**src/rtl/proc_pkg.sv**
```systemverilog
// Shared definitions for the memory arbiter: state encoding, default widths
// and the timeout limit used when MEM_ARB_TIMEOUT_EN is defined.
package proc_pkg;

    localparam int DEF_ADDR_W    = 16;
    localparam int DEF_DATA_W    = 16;
    localparam int TIMEOUT_LIMIT = 15;
    localparam int TMR_W         = 4;

    typedef enum logic [1:0] {
        ST_IDLE    = 2'd0,
        ST_IF_BUSY = 2'd1,
        ST_DM_BUSY = 2'd2,
        ST_HALTED  = 2'd3
    } arb_state_t;

endpackage

```
**src/rtl/mem_arb_timer.sv**
```systemverilog
// Stall counter for the arbiter: counts enabled cycles and flags expiry on
// the cycle that would complete TIMEOUT_LIMIT stalled cycles.
module mem_arb_timer
    import proc_pkg::*;
(
    input  logic clk,
    input  logic rst_n,
    input  logic clr_i,
    input  logic cnt_en_i,
    output logic expire_o
);

    logic [TMR_W-1:0] count_q;
    logic [TMR_W-1:0] count_d;

    always_comb begin
        count_d = count_q;
        if (clr_i) begin
            count_d = '0;
        end else if (cnt_en_i) begin
            count_d = count_q + 1'b1;
        end
    end

    always_ff @(posedge clk) begin
        if (!rst_n) begin
            count_q <= '0;
        end else begin
            count_q <= count_d;
        end
    end

    assign expire_o = cnt_en_i && !clr_i && (count_q == TMR_W'(TIMEOUT_LIMIT - 1));

endmodule

```
**src/rtl/mem_arbiter.sv**
```systemverilog
// Single-port memory arbiter between instruction fetch and data access, with
// halt handling. Optional access timeout is enabled by MEM_ARB_TIMEOUT_EN.
module mem_arbiter
    import proc_pkg::*;
#(
    parameter int ADDR_W = DEF_ADDR_W,
    parameter int DATA_W = DEF_DATA_W
) (
    input  logic              clk,
    input  logic              rst_n,
    input  logic              if_req,
    input  logic [ADDR_W-1:0] if_addr,
    output logic              if_gnt,
    output logic              if_valid,
    output logic [DATA_W-1:0] if_rdata,
    input  logic              dm_req,
    input  logic              dm_isRd,
    input  logic [ADDR_W-1:0] dm_addr,
    input  logic [DATA_W-1:0] dm_wdata,
    output logic              dm_gnt,
    output logic              dm_valid,
    output logic [DATA_W-1:0] dm_rdata,
    input  logic              halt,
    output logic              mem_en,
    output logic              mem_wr,
    output logic [ADDR_W-1:0] mem_addr,
    output logic [DATA_W-1:0] mem_wdata,
    input  logic [DATA_W-1:0] mem_rdata,
    input  logic              mem_rdy,
    output logic              err,
    output logic              halted
);

    arb_state_t        state_q;
    logic              mem_en_q;
    logic              mem_wr_q;
    logic [ADDR_W-1:0] mem_addr_q;
    logic [DATA_W-1:0] mem_wdata_q;
    logic              if_valid_q;
    logic [DATA_W-1:0] if_rdata_q;
    logic              dm_valid_q;
    logic [DATA_W-1:0] dm_rdata_q;
    logic              halted_q;
    logic              err_q;
    logic              timeout_hit;

    // Data requests always win; fetches are also blocked while halt is asserted.
    always_comb begin
        dm_gnt = (state_q == ST_IDLE) && dm_req;
        if_gnt = (state_q == ST_IDLE) && !dm_req && if_req && !halt;
    end

`ifdef MEM_ARB_TIMEOUT_EN
    logic busy;
    assign busy = (state_q == ST_IF_BUSY) || (state_q == ST_DM_BUSY);

    mem_arb_timer u_timer (
        .clk      (clk),
        .rst_n    (rst_n),
        .clr_i    (!busy || mem_rdy),
        .cnt_en_i (busy && !mem_rdy),
        .expire_o (timeout_hit)
    );
`else
    assign timeout_hit = 1'b0;
`endif

    always_ff @(posedge clk) begin
        if (!rst_n) begin
            state_q     <= ST_IDLE;
            mem_en_q    <= 1'b0;
            mem_wr_q    <= 1'b0;
            mem_addr_q  <= '0;
            mem_wdata_q <= '0;
            if_valid_q  <= 1'b0;
            if_rdata_q  <= '0;
            dm_valid_q  <= 1'b0;
            dm_rdata_q  <= '0;
            halted_q    <= 1'b0;
            err_q       <= 1'b0;
        end else begin
            if_valid_q <= 1'b0;
            dm_valid_q <= 1'b0;
            err_q      <= 1'b0;
            case (state_q)
                ST_IDLE: begin
                    if (dm_gnt) begin
                        mem_en_q    <= 1'b1;
                        mem_wr_q    <= !dm_isRd;
                        mem_addr_q  <= dm_addr;
                        mem_wdata_q <= dm_wdata;
                        state_q     <= ST_DM_BUSY;
                    end else if (if_gnt) begin
                        mem_en_q   <= 1'b1;
                        mem_wr_q   <= 1'b0;
                        mem_addr_q <= if_addr;
                        state_q    <= ST_IF_BUSY;
                    end else if (halt) begin
                        halted_q <= 1'b1;
                        state_q  <= ST_HALTED;
                    end
                end
                ST_IF_BUSY, ST_DM_BUSY: begin
                    if (mem_rdy) begin
                        mem_en_q <= 1'b0;
                        state_q  <= ST_IDLE;
                        if (state_q == ST_IF_BUSY) begin
                            if_rdata_q <= mem_rdata;
                            if_valid_q <= 1'b1;
                        end else begin
                            if (!mem_wr_q) begin
                                dm_rdata_q <= mem_rdata;
                            end
                            dm_valid_q <= 1'b1;
                        end
                    end else if (timeout_hit) begin
                        // Abort: no completion pulse, captured read data untouched.
                        mem_en_q <= 1'b0;
                        err_q    <= 1'b1;
                        state_q  <= ST_IDLE;
                    end
                end
                default: begin
                    state_q <= ST_HALTED;
                end
            endcase
        end
    end

    assign mem_en    = mem_en_q;
    assign mem_wr    = mem_wr_q;
    assign mem_addr  = mem_addr_q;
    assign mem_wdata = mem_wdata_q;
    assign if_valid  = if_valid_q;
    assign if_rdata  = if_rdata_q;
    assign dm_valid  = dm_valid_q;
    assign dm_rdata  = dm_rdata_q;
    assign halted    = halted_q;

`ifdef MEM_ARB_TIMEOUT_EN
    assign err = err_q;
`else
    assign err = 1'b0;
`endif

endmodule

```
**config.mk**
```make
export PLATFORM = sky130hd
export DESIGN_NAME = mem_arbiter
export DESIGN_NICKNAME = d
export VERILOG_FILES = /design/src/rtl/proc_pkg.sv /design/src/rtl/mem_arb_timer.sv /design/src/rtl/mem_arbiter.sv
export SDC_FILE = /design/constraint.sdc
export NUM_CORES = 1
export LEC_CHECK = 0
export CELL_PAD_IN_SITES_DETAIL_PLACEMENT = 1
export CELL_PAD_IN_SITES_GLOBAL_PLACEMENT = 1
export CORE_AREA = 4 4 99 110
export DETAILED_ROUTE_END_ITERATION = 10
export DIE_AREA = 0 0 103 114
export GPL_ROUTABILITY_DRIVEN = 1
export PLACE_DENSITY_LB_ADDON = 0.1
export SLEW_MARGIN = 20
export SYNTH_ARGS = -nofsm -noshare
export SYNTH_HDL_FRONTEND = slang
export SYNTH_SLANG_ARGS = --single-unit
```
**constraint.sdc**
```tcl
create_clock -name clk -period 2.9 [get_ports clk]
set_clock_uncertainty 0.05 [all_clocks]
set_input_delay 0.725 -clock clk [delete_from_list [all_inputs] [get_ports clk]]
set_output_delay 0.725 -clock clk [all_outputs]
set_load 0.02 [all_outputs]
```
==> metrics, run 1 <==
Lkg Pwr 0.001792 uW; mux share of post-synthesis cell area 5.760%; core area 9794 um2; Ys Warns 0; Synth Area in Adders 0.8471%; initial antenna violation count 0; Die Ht roughly 110 um; # diodes 0; maximum VDD drop 0.2640 mV; unrepaired setup endpoints after global routing false; # hold bufs at CTS 0; most common cell in the netlist nand2_1; status finished, final reports clean; Worst-Skew Late Latency about 340 ps; clk root buf clkbuf_8; Synth Register Bits 71; Crit. End Element output pin; Setup crit start kind input pin; WL final 9132 um; placed insts 593; Synth area leader dfxtp_1; worst slew pin tran 622.8 ps; combinational family with the most area after synthesis compound AO/OA/AOI/OAI gates; dominant synthesized flop cell dfxtp_1; IO Port Bufs 141; dpl ws -63.65 ps; number of setup violations in the final report 0; fin util 47.87%; Synth top area share between 40% and 50%; Setup Total Neg Slack 0 ps; Remaining DRCs 0; Clock Sinks 71; design area 4688 um2; Final Max Slew Viols 0; Total GRT Usage about 16%; Post-DP HPWL ~6700 um; layout cells sized above 1 8.998%; Area Growth Syn to Fin 58.70%; H-tree depth reported by CTS 3; clk buf depth 2; Mapped Nets 419; synth unique cells 32; via count around 2900; remaining global-route overflow 0; die area 11740 um2; TritonCTS clock tree done; xor/xnor share of the synthesized area 0%; non-filler instance count after layout 609; Die X 103 um; pwr/cell area a little over 800 nW/um2; max_slew headroom between 50% and 60%; # IOs between 100 and 150; Post-Synth Simple-Gate Area 15.88%; Syn Area/Cell between 8 and 9 um2; nets 557; clock slew at reported path FFs approximately 80 ps; class of the worst hold path register to register; Period Utilization, post-route roughly 93%; wire per inst 15.00 um; total CTS buffers 9; Post-synth EDFFs 0; antenna viol nets, final 0; Setup CP Type input pin to output pin; synth cell count leaders 101 x nand2_1, 71 x dfxtp_1, 54 x a21oi_1; Max FO, Critical Path 2; area of the mapped netlist 2954 um2; Crit path arrival time around 1900 ps; max_cap viols 0; gp weighted congestion 0.7534; first-pass GRT wire length 14330 um; post-synthesis compound-gate area fraction ~23%; Post-DP Area 4463 um2; Cells after Synth 346; largest net degree at the start of global routing 35; top post-synthesis cells by area dfxtp_1 48%, nand2_1 13%, a21oi_1 9.1%; async set or reset register ratio after synthesis 0%; post-layout min period 2684 ps; vias per std cell 4.721; Achievable Freq approximately 370 MHz; DRT iter0 DRCs 84; Initial Utilization 30.16%; vias in the first global route 2945; final hold violations 0; setup slack after layout ~220 ps; Rows 38; Detailed Routing Iterations Pass 1 4; Seq/Total Area, Yosys roughly half; CP required 2120 ps
metal layers:
layer | GRT usage [%] | routed length [um] | vias up | part of all wire (%)
met5 | 0 | 0 | - | 0
met4 | 6.477 | 145 | 0 | 1.6
met3 | 4.465 | 738 | 10 | 8.1
met2 | 26.06 | 4426 | 91 | 48
met1 | 18.80 | 3821 | 1333 | 42
li1 | - | - | 1441 | -
sequential cells by signal, summed over array words and instances, names as in the netlist:
signal     flops
mem_en         1
mem_wdata     16
dm_rdata      16
dm_valid       1
mem_wr         1
halted         1
mem_addr      16
state_q        2
if_valid       1
if_rdata      16
critical path, cell delays in order:
cell	delay, ps
clkdlybuf4s50_1	450
nor3b_1	250
and2_1	150
dlygate4sd2_1	330
path summary, 6_finish.rpt:
path | from | slack [ps] | to | cells after the start
max | dm_req | 220 | if_gnt | 4
min | mem_wdata[8] | 410 | mem_wdata[8] | 2
max reg2reg | state_q[0] | 860 | mem_addr[13] | 7
min reg2reg | mem_wdata[8] | 410 | mem_wdata[8] | 2
power breakdown:
part | internal [uW] | leakage [uW] | total, uW | switching (uW)
logic | 766 | 0.00110 | 1690 | 925
registers | 1190 | 0.000581 | 1320 | 127
clock network | 531 | 0.000114 | 892 | 361
cell families after synthesis:
group / Yosys count
compound gates: 104
fa+ha+maj: 2
simple gates: 114
flops: 71
other cells: 1
buf+inv: 37
mux: 17
metrics by stage:
stage	hold WS (ps)	total power, uW
floorplan	388.9	2364
global placement	392.1	3033
detailed placement	398.6	3064
CTS	408.6	3976
global route	426.6	4165
finish	406.2	3899
cell usage in the layout, fill, tap and decap left out, drive strengths merged, types with 2 or more instances in the layout:
| cell type | n |
|---|---|
| clkdlybuf4s50 | 139 |
| nand2 | 102 |
| dfxtp | 71 |
| a21oi | 64 |
| mux2i | 17 |
| o21a | 16 |
| o31ai | 15 |
| buf | 15 |
| clkbuf | 13 |
| inv | 8 |
| nor3 | 4 |
| and2 | 2 |
| o32ai | 2 |
| ha | 2 |
| bufinv | 2 |
cell type report:
cell class                      count  area (um2)
Fill cell                        1164        5106
Sequential cell                    71        1421
Tap cell                          120       150.1
Timing Repair Buffer              156        1525
Clock inverter                      3       65.06
Clock buffer                       13       158.9
Multi-Input combinational cell    238        1338
Inverter                            8       30.03
what timing repair did:
action                                  CTS  global route
setup buffers                             0             0
endpoints found under the setup margin    1             1
endpoints found under the hold margin     0             0
resized for setup                         1             1
(Power assumes the default switching activity.)
==> run 2: changes to the inputs <==
--- a/config.mk
+++ b/config.mk
@@ -8,11 +8,11 @@
 export CELL_PAD_IN_SITES_DETAIL_PLACEMENT = 1
 export CELL_PAD_IN_SITES_GLOBAL_PLACEMENT = 1
 export CORE_AREA = 4 4 99 110
+export CTS_CLUSTER_DIAMETER = 60
 export DETAILED_ROUTE_END_ITERATION = 10
 export DIE_AREA = 0 0 103 114
 export GPL_ROUTABILITY_DRIVEN = 1
 export PLACE_DENSITY_LB_ADDON = 0.1
-export SLEW_MARGIN = 20
 export SYNTH_ARGS = -nofsm -noshare
 export SYNTH_HDL_FRONTEND = slang
 export SYNTH_SLANG_ARGS = --single-unit
==> results of run 2 <==
Final layout, timing and power as in run 1 (identical DEF).
